$ cat config.mk
export PLATFORM = sky130hd
export DESIGN_NAME = uart_tx_param
export DESIGN_NICKNAME = d
export VERILOG_FILES = /design/src/rtl/uart_pkg.sv /design/src/rtl/uart_tx_fifo.sv /design/src/rtl/uart_tx_param.sv
export SDC_FILE = /design/constraint.sdc
export NUM_CORES = 1
export LEC_CHECK = 0
export ABC_AREA = 1
export ABC_CLOCK_PERIOD_IN_PS = 3850
export CORE_AREA = 2 2 71 73
export CTS_CLUSTER_DIAMETER = 30
export DETAILED_ROUTE_END_ITERATION = 7
export DIE_AREA = 0 0 73 75
export GPL_TIMING_DRIVEN = 0
export PLACE_DENSITY_LB_ADDON = 0.08
export REMOVE_ABC_BUFFERS = 1
export SLEW_MARGIN = 20
export SYNTH_ARGS = -nofsm -noshare
export SYNTH_HDL_FRONTEND = slang
export SYNTH_SLANG_ARGS = --single-unit
$ cat constraint.sdc
create_clock -name clk -period 3.85 [get_ports clk]
set_input_delay 0.385 -clock clk [delete_from_list [all_inputs] [get_ports clk]]
set_output_delay 0.385 -clock clk [all_outputs]
set_load 0.05 [all_outputs]
$ cat src/rtl/uart_pkg.sv
// Shared types and helpers for the parametrised UART transmitter.
package uart_pkg;

  typedef enum logic [1:0] {PAR_NONE = 2'd0, PAR_EVEN = 2'd1, PAR_ODD = 2'd2} parity_e;

  typedef enum logic [2:0] {IDLE, START, DATA, PAR, STOP} tx_state_e;

  function automatic int frame_bits(input int data_w, input int parity, input int stop_bits);
    return 1 + data_w + ((parity != 0) ? 1 : 0) + stop_bits;
  endfunction

endpackage

$ cat src/rtl/uart_tx_fifo.sv
// Synchronous word FIFO; rdata shows the head word whenever not empty.
module uart_tx_fifo #(
  parameter int WIDTH = 8,
  parameter int DEPTH = 4
) (
  input  logic                     clk,
  input  logic                     rst,
  input  logic                     push,
  input  logic                     pop,
  input  logic [WIDTH-1:0]         wdata,
  output logic [WIDTH-1:0]         rdata,
  output logic                     full,
  output logic                     empty,
  output logic [$clog2(DEPTH):0]   count
);
  localparam int AW = $clog2(DEPTH);

  logic [WIDTH-1:0] mem_q [DEPTH];
  logic [AW-1:0]    wptr_q, wptr_d, rptr_q, rptr_d;
  logic [AW:0]      cnt_q, cnt_d;
  logic             do_push, do_pop;

  assign full  = (cnt_q == (AW+1)'(DEPTH));
  assign empty = (cnt_q == '0);
  assign count = cnt_q;
  assign rdata = mem_q[rptr_q];

  // DEPTH is a power of two, so pointer overflow is the modulo wrap.
  always_comb begin
    do_push = push && !full;
    do_pop  = pop && !empty;
    wptr_d  = wptr_q + AW'(do_push);
    rptr_d  = rptr_q + AW'(do_pop);
    cnt_d   = cnt_q + (AW+1)'(do_push) - (AW+1)'(do_pop);
  end

  always_ff @(posedge clk or negedge rst) begin
    if (!rst) begin
      wptr_q <= '0;
      rptr_q <= '0;
      cnt_q  <= '0;
    end else begin
      wptr_q <= wptr_d;
      rptr_q <= rptr_d;
      cnt_q  <= cnt_d;
    end
  end

  always_ff @(posedge clk) begin
    if (do_push) mem_q[wptr_q] <= wdata;
  end

endmodule

$ cat src/rtl/uart_tx_param.sv
// UART transmitter with input word FIFO; frames leave back-to-back while words are queued.
module uart_tx_param
  import uart_pkg::*;
#(
  parameter int DATA_W       = 8,
  parameter int CLKS_PER_BIT = 16,
  parameter int PARITY       = 0,
  parameter int STOP_BITS    = 1,
  parameter int FIFO_DEPTH   = 4
) (
  input  logic                          clk,
  input  logic                          rst,
  input  logic                          tx_valid,
  input  logic [DATA_W-1:0]             tx_data,
  output logic                          tx_ready,
  output logic                          tx,
  output logic                          tx_busy,
  output logic [$clog2(FIFO_DEPTH):0]   fifo_count
);
  localparam int      BW    = $clog2(CLKS_PER_BIT);
  localparam int      BITW  = 4;
  localparam int      CW    = $clog2(FIFO_DEPTH) + 1;
  localparam parity_e PMODE = parity_e'(PARITY);

  if (DATA_W < 5 || DATA_W > 9) begin : g_bad_data_w
    $error("uart_tx_param: DATA_W must be 5..9");
  end
  if (CLKS_PER_BIT < 2) begin : g_bad_cpb
    $error("uart_tx_param: CLKS_PER_BIT must be >= 2");
  end
  if (PARITY < 0 || PARITY > 2) begin : g_bad_parity
    $error("uart_tx_param: PARITY must be 0, 1 or 2");
  end
  if (STOP_BITS < 1 || STOP_BITS > 2) begin : g_bad_stop
    $error("uart_tx_param: STOP_BITS must be 1 or 2");
  end
  if (FIFO_DEPTH < 2 || (FIFO_DEPTH & (FIFO_DEPTH - 1)) != 0) begin : g_bad_depth
    $error("uart_tx_param: FIFO_DEPTH must be a power of two >= 2");
  end

  tx_state_e         state_q, state_d;
  logic [BW-1:0]     baud_q, baud_d;
  logic [BITW-1:0]   bit_q, bit_d;
  logic [DATA_W-1:0] shreg_q, shreg_d;
  logic              par_q, par_d;
  logic              tx_q, tx_d;
  logic              busy_q, busy_d;

  logic              push, pop, load, bit_end;
  logic              fifo_full, fifo_empty;
  logic [DATA_W-1:0] fifo_rdata;
  logic [CW-1:0]     cnt_nxt;

  assign tx_ready = !fifo_full;
  assign push     = tx_valid && tx_ready;
  assign tx       = tx_q;
  assign tx_busy  = busy_q;

  uart_tx_fifo #(.WIDTH(DATA_W), .DEPTH(FIFO_DEPTH)) u_fifo (
    .clk   (clk),
    .rst   (rst),
    .push  (push),
    .pop   (pop),
    .wdata (tx_data),
    .rdata (fifo_rdata),
    .full  (fifo_full),
    .empty (fifo_empty),
    .count (fifo_count)
  );

  // tx_d is the line level for the cycle after the edge, so tx stays a pure flop.
  always_comb begin
    state_d = state_q;
    baud_d  = baud_q;
    bit_d   = bit_q;
    shreg_d = shreg_q;
    par_d   = par_q;
    tx_d    = tx_q;
    load    = 1'b0;
    pop     = 1'b0;
    bit_end = (baud_q == BW'(CLKS_PER_BIT - 1));
    if (state_q != IDLE) baud_d = bit_end ? '0 : baud_q + 1'b1;

    case (state_q)
      IDLE: begin
        tx_d = 1'b1;
        if (!fifo_empty) load = 1'b1;
      end
      START: if (bit_end) begin
        state_d = DATA;
        bit_d   = '0;
        tx_d    = shreg_q[0];
      end
      DATA: if (bit_end) begin
        if (bit_q == BITW'(DATA_W - 1)) begin
          bit_d = '0;
          if (PMODE != PAR_NONE) begin
            state_d = PAR;
            tx_d    = par_q;
          end else begin
            state_d = STOP;
            tx_d    = 1'b1;
          end
        end else begin
          shreg_d = shreg_q >> 1;
          bit_d   = bit_q + 1'b1;
          tx_d    = shreg_q[1];
        end
      end
      PAR: if (bit_end) begin
        state_d = STOP;
        bit_d   = '0;
        tx_d    = 1'b1;
      end
      STOP: if (bit_end) begin
        if (bit_q == BITW'(STOP_BITS - 1)) begin
          if (!fifo_empty) load = 1'b1;
          else begin
            state_d = IDLE;
            tx_d    = 1'b1;
          end
        end else begin
          bit_d = bit_q + 1'b1;
        end
      end
      default: begin
        state_d = IDLE;
        tx_d    = 1'b1;
      end
    endcase

    if (load) begin
      pop     = 1'b1;
      shreg_d = fifo_rdata;
      par_d   = (PMODE == PAR_ODD) ? ~^fifo_rdata : ^fifo_rdata;
      state_d = START;
      baud_d  = '0;
      tx_d    = 1'b0;
    end

    cnt_nxt = fifo_count + CW'(push) - CW'(pop);
    busy_d  = (state_d != IDLE) || (cnt_nxt != '0);
  end

  always_ff @(posedge clk or negedge rst) begin
    if (!rst) begin
      state_q <= IDLE;
      baud_q  <= '0;
      bit_q   <= '0;
      shreg_q <= '0;
      par_q   <= 1'b0;
      tx_q    <= 1'b1;
      busy_q  <= 1'b0;
    end else begin
      state_q <= state_d;
      baud_q  <= baud_d;
      bit_q   <= bit_d;
      shreg_q <= shreg_d;
      par_q   <= par_d;
      tx_q    <= tx_d;
      busy_q  <= busy_d;
    end
  end

endmodule

; ---- After elaboration in Yosys (flattened, before gate mapping)
; Memories as Yosys holds them, arrays and structs flattened.
; Cells that the tools add are included.
[op_classes]
muxes = 38
n_addsub = 8
n_reduce_logical = 20
n_eq_ne = 18
[ops]
columns = cell, n
row1 = 4-bit two-way mux, 8
row2 = 8-bit two-way mux, 4
row3 = 3-bit two-way mux, 8
row4 = "3-bit != test, second input constant", 6
row5 = 3-bit one-hot mux with 5 select lines, 1
row6 = 1-bit two-way mux, 14
row7 = 4-bit one-hot mux with 3 select lines, 1
row8 = 3-bit nonzero test, 4
row9 = "4-bit by 1-bit adder with 4-bit output, second input constant", 2
row10 = "2-bit != test, second input constant", 4
row11 = 3-bit by 1-bit adder with 3-bit output, 2
row12 = "3-bit by 2-bit equality test with 1-bit output, second input constant", 2
row13 = "3-bit equality test, second input constant", 2
row14 = 3-bit zero test, 2
row15 = 6-bit AND reduction, 1
row16 = 2-bit nonzero test, 3
row17 = 3-bit by 1-bit subtractor with 3-bit output, 2
row18 = 5-bit AND reduction, 1
row19 = 2-bit by 1-bit adder with 2-bit output, 2
row20 = "4-bit by 3-bit equality test with 1-bit output, second input constant", 1
row21 = "4-bit equality test, second input constant", 1
row22 = 4-bit zero test, 1
row23 = 1-bit one-hot mux with 4 select lines, 1
row24 = "3-bit by 1-bit equality test with 1-bit output, second input constant", 1
row25 = 7 further kinds, 10
[word_totals]
in_bits = 11
output_inout_bits = 6
elab_cells = 94
ramBits = 32
reg_bits = 28
mem_count = 1
[mem_list]
columns = memory, depth, width, read_ports, rd_ports_with_merged_regs, wr, line
row1 = u_fifo.mem_q, 4, 8, 1, 0, 1, uart_tx_fifo.sv:18  ; logic [WIDTH-1:0] mem_q [DEPTH];

; ---- Depth between registers and ports, before layout
; Gate-level depths: netlist of the first run.
[depth]
depth_word = 9
mapped_depth = 17
ltp_nobuf = 16

; ---- Modules after synthesis
; A second synthesis of the first run with hierarchy kept.
[hier_totals]
hier_cells = 300
hier_area_um2 = 2961.6
[by_module_without_submodules]
columns = module, area_each_um2, n_inst, cells_each
row1 = uart_tx_fifo, 1629.1, 1, 131
row2 = uart_tx_param, 1332.5, 1, 169

; ---- Worst setup path after synthesis of the first run
; No wires, ideal clock.
[synth_path]
path_kind = flip-flop to flip-flop
startpoint = register u_fifo.cnt_q[2] (netlist: u_fifo.count[2])
endpoint = register busy_q (netlist: tx_busy)
path_stages_with_launch = 12
required_time_ps = 3731
setup_ps = 119
t_arrival_ps = 2486
slack_ps = 1245
cell_sequence = dfrtp_1 inv_1 nor2_1 nand2_1 nand2_1 inv_1 ha_1 fa_1 nor2_1 nand3_1 nor2_1 nand2_1
[synth_via]
word_cells_on_any_way = 19
cone_classes = add/sub: 2 / eq/ne: 1 / mux: 10 / reduce/logical: 6
[synth_rtl]
columns = element, line
row1 = "start, declared", uart_tx_fifo.sv:20  ; logic [AW:0] cnt_q, cnt_d;
row2 = "start signal, assigned", uart_tx_fifo.sv:45  ; cnt_q <= cnt_d;
row3 = 3-bit equality test, uart_tx_fifo.sv:23  ; assign full = (cnt_q == (AW+1)'(DEPTH));
row4 = 1-bit zero test, uart_tx_param.sv:54  ; assign tx_ready = !fifo_full;
row5 = net tx_ready, uart_tx_param.sv:15  ; output logic tx_ready,
row6 = 1-bit logical AND, uart_tx_param.sv:55  ; assign push = tx_valid && tx_ready;
row7 = 3-bit by 1-bit adder with 3-bit output, uart_tx_param.sv:141  ; cnt_nxt = fifo_count + CW'(push) - CW'(pop);
row8 = 3-bit by 1-bit subtractor with 3-bit output, uart_tx_param.sv:141
row9 = 3-bit nonzero test, uart_tx_param.sv:142  ; busy_d = (state_d != IDLE) || (cnt_nxt != '0);
row10 = 1-bit logical OR, uart_tx_param.sv:142
row11 = net busy_d, uart_tx_param.sv:47  ; logic busy_q, busy_d;
row12 = "end signal, assigned", uart_tx_param.sv:161  ; busy_q <= busy_d;
row13 = "end, declared", uart_tx_param.sv:47
; The timed path passes the listed nets, and every way through them passes these cells.
; A chain may end at the register's enable or synchronous reset.

; ---- Final worst setup path of the first run
[layout_path]
startpoint = register bit_q[0]
endpoint = register busy_q (netlist: tx_busy)
[layout_via]
elab_chain_cells = 8
word_cells_on_any_way = 16
cone_classes = add/sub: 1 / eq/ne: 1 / mux: 10 / reduce/logical: 4
[layout_rtl]
columns = element, line
row1 = "start, declared", uart_tx_param.sv:43  ; logic [BITW-1:0] bit_q, bit_d;
row2 = "start signal, assigned", uart_tx_param.sv:157  ; bit_q <= bit_d;
row3 = 4-bit zero test, uart_tx_param.sv:116  ; if (bit_q == BITW'(STOP_BITS - 1)) begin
row4 = 1-bit two-way mux, uart_tx_param.sv:116
row5 = 1-bit two-way mux, uart_tx_param.sv:115  ; STOP: if (bit_end) begin
row6 = 1-bit one-hot mux with 2 select lines, uart_tx_param.sv:84  ; case (state_q)
row7 = 1-bit two-way mux, uart_tx_param.sv:132  ; if (load) begin
row8 = 3-bit by 1-bit subtractor with 3-bit output, uart_tx_param.sv:141
row9 = 3-bit nonzero test, uart_tx_param.sv:142
row10 = 1-bit logical OR *, uart_tx_param.sv:142
row11 = net busy_d, uart_tx_param.sv:47
; Mark *: on every way through the listed nets, which the timed path passes. The rest lies on a longest branch.

==> results of run 1 <==
[per-stage QoR]
step / total power [mW] / worst slack, ns / std cells / area [µm²]
2_1_floorplan: 1.07 / 1.25 / 278 / 2820
3_3_place_gp: 1.18 / 1.21 / 348 / 3040
3_5_place_dp: 1.21 / 1.18 / 348 / 3060
4_1_cts: 1.67 / 1.17 / 364 / 3220
5_1_grt: 1.74 / 0.957 / 364 / 3220
6_report: 1.66 / 1.22 / 364 / 3220
[report_power, final]
| part | internal, mW | switching [mW] | total (mW) |
|---|---|---|---|
| Combinational | 0.117 | 0.242 | 0.359 |
| Sequential | 0.783 | 0.0463 | 0.829 |
| Clock | 0.230 | 0.240 | 0.470 |
| Total | 1.13 | 0.528 | 1.66 |
[layer usage]
| layer | routed length, µm | GRT usage (%) | vias up | part of all wire [%] |
|---|---|---|---|---|
| met4 | 85 | 10.5 | 0 | 1.7 |
| met3 | 107 | 4.55 | 6 | 2.1 |
| li1 | - | - | 999 | - |
| met5 | 0 | 0 | - | 0 |
| met2 | 2470 | 34.8 | 26 | 50 |
| met1 | 2330 | 26.0 | 945 | 47 |
[layout by cell type (no fill, tap or decap), types with 2 or more instances in the layout]
cell type	instances
nand4_1	3
nor3_2	4
nor3_1	2
xor2_1	3
o22ai_1	6
dfrtp_1	27
nand3_2	4
nand3_1	27
o211ai_1	2
nor2_1	36
clkdlybuf4s50_1	15
edfxtp_1	32
clkinv_2	3
nand2_2	2
nand4_2	2
inv_1	26
o21ai_0	24
xnor2_1	2
nor2_4	3
inv_2	2
fa_1	2
clkinvlp_4	2
clkbuf_1	2
nand2_1	54
ha_1	6
clkbuf_8	9
[state kept, by name (all words and copies together), names as in the netlist]
| signal | count |
|---|---|
| tx_busy | 1 |
| shreg_q | 8 |
| u_fifo.mem_q | 32 |
| tx | 1 |
| baud_q | 4 |
| u_fifo.count | 3 |
| state_q | 3 |
| bit_q | 4 |
| u_fifo.rptr_q | 2 |
| u_fifo.wptr_q | 2 |
[logic make-up after synthesis]
family,Yosys count,synth area share (%)
buffers and inverters,35,5.47
AO/OA/AOI/OAI,35,6.87
adder cells (fa/ha/maj),8,4.03
AND/OR/NAND/NOR,140,23.4
XOR/XNOR,6,2.10
flip-flops,60,58.2
[worst max-delay path by stage]
stage                              startpoint                end  slack, ns
floorplan           u_fifo.count[2]$_DFF_PN0_  tx_busy$_DFF_PN0_       1.25
global route             bit_q[0]$_DFFE_PN0P_  tx_busy$_DFF_PN0_       0.96
detailed placement       bit_q[0]$_DFFE_PN0P_  tx_busy$_DFF_PN0_       1.18
global placement        baud_q[0]$_DFFE_PN0P_  tx_busy$_DFF_PN0_       1.21
finish                   bit_q[0]$_DFFE_PN0P_  tx_busy$_DFF_PN0_       1.22
CTS                     baud_q[0]$_DFFE_PN0P_  tx_busy$_DFF_PN0_       1.17
[final cells by class]
| cell class | instances | area, µm² | area share (%) |
|---|---|---|---|
| inverter | 29 | 114 | 3.54 |
| multi-input combinational | 189 | 1060 | 32.9 |
| timing repair buffer | 16 | 155 | 4.82 |
| tap | 54 | 67.6 | 2.10 |
| clock buffer | 11 | 131 | 4.08 |
| clock inverter | 5 | 30.0 | 0.932 |
| sequential | 60 | 1660 | 51.6 |
[critical path: stages (launching register included)]
cell and delay, ns:
dfrtp_1 0.41, inv_1 0.10, ha_1 0.15, nand2_1 0.10
nor2_4 0.14, nand4_2 0.14, nand2_2 0.24, nand2_1 0.18
nand2_1 0.11, ha_1 0.16, fa_1 0.40, nor2_1 0.10
nand3_1 0.09, nor2_1 0.13, nand2_1 0.06
==> impl_metrics.json, run 1 <==
{
  "status": "complete, no violations",
  "pin_count": 17,
  "cp.required_ns": 4.07,
  "die_h_um": 75,
  "rsz0062_at_grt": "false",
  "min_path_type": "input pin to async pin",
  "power.density_nw_per_um2": 515,
  "avgSynthCellArea_um2": 10.1,
  "syn_inst": 284,
  "synth_common_cells": "nand2_1 (54), nor2_1 (36), edfxtp_1 (32)",
  "finalCritPeriodShare_pct": 68.2,
  "hold_viol": 0,
  "synth_area_leaders": "edfxtp_1 (34%), dfrtp_1 (24%), nand2_1 (7.1%)",
  "cts_tree": "done",
  "synth_edf_count": 32,
  "timing.hold.ws_ns": 0.0782,
  "drt_iter0_drc": 83,
  "clock_sinks": 60,
  "worst_slew_pin_slew_ns": 0.744,
  "ir_worst_vdd_mv": 0.456,
  "clkTransAtPathRegs_ns": 0.07,
  "remaining_drc_errors": 0,
  "cts_hold_buffers": 0,
  "cts_setup_buffers": 0,
  "cts_root_buf": "clkbuf_8",
  "leakage_nw": 1.35,
  "dp_hpwl_um": 3480,
  "cp-end-kind": "flop",
  "yosysSeqAreaShare_pct": 58.2,
  "drtAntennaViolNets": 0,
  "period_minus_slack_ns": 2.63,
  "grt_pass1_vias": 1894,
  "fmax_mhz": 381,
  "finalSetupTns_ns": 0,
  "wl_um": 4990,
  "path_max_fanout": 12,
  "cts_htree_levels": 3,
  "slew_viol_final": 0,
  "die_w_um": 73,
  "overflow": 0,
  "portBuffers": 16,
  "postLayoutCoreUtil_pct": 69.1,
  "via_per_inst": 5.43,
  "synth_top_area_share_pct": 33.6,
  "postCtsResizedCells": 0,
  "antenna_cells": 0,
  "synth.distinct_cells": 31,
  "nFillCells": 370,
  "maxSlewHeadroom_pct": 50.1,
  "wl_per_cell_um": 13.7,
  "fin_nets": 324,
  "clock_skew_ns": 0.00739,
  "vias": 1976,
  "cts_buffers": 9,
  "r2r_end": "tx_busy$_DFF_PN0_",
  "syn_area_um2": 2860,
  "crit_arrival_ns": 2.85,
  "dieArea_um2": 5480,
  "drive_gt1_share_pct": 12.6,
  "critPathKind": "flop to flop",
  "initial_core_util_pct": 61.3,
  "cts_buffer_depth": 2,
  "ff2ff_setup_slack_ns": 1.22,
  "worstReg2RegStart": "bit_q[0]$_DFFE_PN0P_",
  "worst_r2r_path_depth": 14,
  "synth_most_common_cell": "nand2_1",
  "placementRows": 25,
  "ys.flop_type": "edfxtp_1",
  "clk_latency_ns": 0.33,
  "setup-violations-final": 0,
  "drv_cap": 0,
  "grt_max_degree": 29,
  "synth_top_area_cell": "edfxtp_1",
  "ys_ff_latch": 60,
  "gp_congestion": 0.886,
  "synthArstFlopShare_pct": 46.7,
  "dr.pass1.iters": 4,
  "core_um2": 4660,
  "synth_warnings": 0,
  "grt_use_total_pct": 20.9,
  "grt_pass1_wl_um": 8490,
  "cp-start-kind": "flop",
  "antenna_found_initial": 0,
  "syn_to_final_growth_pct": 12.6
}
No activity file was read; power rests on OpenSTA's default activity.
==> inputs of run 2 (changes only) <==
--- a/config.mk
+++ b/config.mk
@@ -6,11 +6,11 @@
 export NUM_CORES = 1
 export LEC_CHECK = 0
 export ABC_AREA = 1
-export ABC_CLOCK_PERIOD_IN_PS = 3850
-export CORE_AREA = 2 2 71 73
+export ABC_CLOCK_PERIOD_IN_PS = 2520
+export CORE_AREA = 2 2 73 75
 export CTS_CLUSTER_DIAMETER = 30
 export DETAILED_ROUTE_END_ITERATION = 7
-export DIE_AREA = 0 0 73 75
+export DIE_AREA = 0 0 75 77
 export GPL_TIMING_DRIVEN = 0
 export PLACE_DENSITY_LB_ADDON = 0.08
 export REMOVE_ABC_BUFFERS = 1
==> constraint.sdc (replaced) <==
create_clock -name clk -period 2.52 [get_ports clk]
set_input_delay 0.252 -clock clk [delete_from_list [all_inputs] [get_ports clk]]
set_output_delay 0.252 -clock clk [all_outputs]
set_load 0.05 [all_outputs]
==> run 2 against run 1 <==
- combinational power increased by 56%
- via count grew 2.2%
- critical path type unchanged
- largest cell class unchanged
- worst hold slack gained 0.40 ns
- clock power increased by 100%
- sequential share of layout area decreased by 3.0 points
==> impl_metrics.json, run 2 (synthesis results as in run 1) <==
{
  "nFillCells": 400,
  "slowest_delay_ns": 0.43,
  "wl_per_cell_um": 13.6,
  "dp.cells": 364,
  "clkTransAtPathRegs_ns": 0.07,
  "cts_buffers": 9,
  "worst_slew_pin_slew_ns": 0.787,
  "overflow": 0,
  "crit_arrival_ns": 2.60,
  "finalCritPeriodShare_pct": 94.1,
  "regArea_um2": 1660,
  "slew_viol_final": 0,
  "cp-start-kind": "flop",
  "leakage_nw": 1.42,
  "wl_um": 5290,
  "stdcell_count": 390,
  "clock_sinks": 60,
  "syn_to_final_growth_pct": 19.5,
  "initial_core_util_pct": 57.4,
  "reg_top3": "u_fifo.mem_q x32, shreg_q x8",
  "grt_use_total_pct": 20.4,
  "path_max_fanout": 6,
  "cts_tree": "done",
  "drv_cap": 0,
  "cts_root_buf": "clkbuf_8",
  "core_um2": 4980,
  "maxSlewHeadroom_pct": 47.3,
  "cts_buffer_depth": 2,
  "final_common_cell": "nand2_1",
  "dieArea_um2": 5780,
  "multi_input_area_um2": 1100,
  "clk_latency_ns": 0.33,
  "largest_reg_flops": 32,
  "via_per_inst": 5.18,
  "status": "complete, no violations",
  "crit_path_cell_trace": "inv_2 > ha_2 > nand2_2 > nor2_4 > nand3_2 > nand2_4 > nand2_8 > nand2_4 > nand2_1 > ha_2 > fa_1 > nor2_1 > nand3_1 > nor2_1 > nand2_1",
  "period_minus_slack_ns": 2.37,
  "p_int_mw": 1.93,
  "portBuffers": 16,
  "p_comb_share_pct": 20.2,
  "vias": 2019,
  "drtAntennaViolNets": 0,
  "dr.pass1.iters": 4,
  "fin_nets": 334,
  "remaining_drc_errors": 0,
  "placementRows": 26,
  "cp.required_ns": 2.74,
  "antenna_cells": 0,
  "cts_htree_levels": 3,
  "ir_worst_vdd_mv": 0.681,
  "fmax_mhz": 422,
  "power_frac_seq_pct": 45.8,
  "p_sw_share_pct": 30.1,
  "critPathKind": "flop to flop",
  "clock_skew_ns": 0.00839,
  "postLayoutCoreUtil_pct": 68.7,
  "finalPower_mw": 2.77,
  "grt_pass1_vias": 1941,
  "power.density_nw_per_um2": 810,
  "setup-violations-final": 0,
  "cp_slowest_cell": "fa_1",
  "pin_count": 17,
  "cp-end-kind": "flop",
  "grt_pass1_wl_um": 8710,
  "die_w_um": 75,
  "gp_congestion": 0.838,
  "min_path_type": "input pin to async pin",
  "dp_hpwl_um": 3460,
  "hold_viol": 0,
  "layout_common_cells": "nand2_1 (51), nor2_1 (36), edfxtp_1 (32)",
  "die_h_um": 77,
  "drive_gt1_share_pct": 17.2,
  "antenna_found_initial": 0,
  "p_clk_share_pct": 34.0,
  "drt_iter0_drc": 93,
  "switchingPower_mw": 0.834,
  "grt_max_degree": 29,
  "top_register": "u_fifo.mem_q"
}
## run 2: routing by layer
layer,part of all wire (%),routed length (µm),up-vias,global-route usage (%)
li1,-,-,1021,-
met1,44,2310,961,26.1
met2,52,2730,30,32.4
met4,1.7,88,0,10.0
met3,3.1,162,7,4.47
met5,0,0,-,0
## run 2: final cells by class
cell class              instances  area share, %
well taps                      70           2.56
clock inverters                 7           2.67
multi-input cells             189           32.3
inverters                      29           3.33
flip-flops and latches         60           48.7
repair buffers                 26           6.81
clock buffers                   9           3.63
## run 2: final timing paths
path	start	end	slack (ns)	cells past startpoint
setup / recovery	bit_q[0]$_DFFE_PN0P_	tx_busy$_DFF_PN0_	0.15	15
hold / removal	rst	u_fifo.count[0]$_DFF_PN0_	0.47	2
setup reg to reg	bit_q[0]$_DFFE_PN0P_	tx_busy$_DFF_PN0_	0.15	15
hold reg to reg	shreg_q[7]$_DFFE_PN0P_	shreg_q[6]$_DFFE_PN0P_	0.51	2
max in group asynchronous	rst	u_fifo.rptr_q[0]$_DFF_PN0_	1.63	2
min in group clk	shreg_q[7]$_DFFE_PN0P_	shreg_q[6]$_DFFE_PN0P_	0.51	2
## run 2: power groups by stage
stage	clock [mW]	combinational, mW	sequential (mW)
CTS	0.962	0.556	1.26
global placement	0	0.526	1.28
global route	1.00	0.625	1.28
detailed placement	0	0.554	1.28
finish	0.941	0.560	1.27
floorplan	0	0.282	1.35
## run 2: metrics by stage
step	cell area, µm²	hold WS [ns]	TNS (ns)	setup WS (ns)
floorplan	2820	-0.0436	-0.0846	-0.0846
global placement	3060	0.476	-0.107	-0.107
detailed placement	3080	0.319	-0.150	-0.150
CTS	3320	0.485	0	0.00830
global route	3420	0.542	-0.0239	-0.0239
finish	3420	0.474	0	0.148
## run 2: timing repair
action                     in CTS  in global routing
setup endpoints to repair       1                  1
pin swaps                       1                  6
hold endpoints to repair       27                  0
buffers inserted                1                  8
hold buffers                    1                  0
gates resized for setup         1                 10
## run 2: critical path, delay by kind of cell (launching register included)
family | cells | cell delay, ns
simple gates | 11 | 1.00
buf+inv | 1 | 0.08
flops | 1 | 0.41
fa+ha+maj | 3 | 0.77
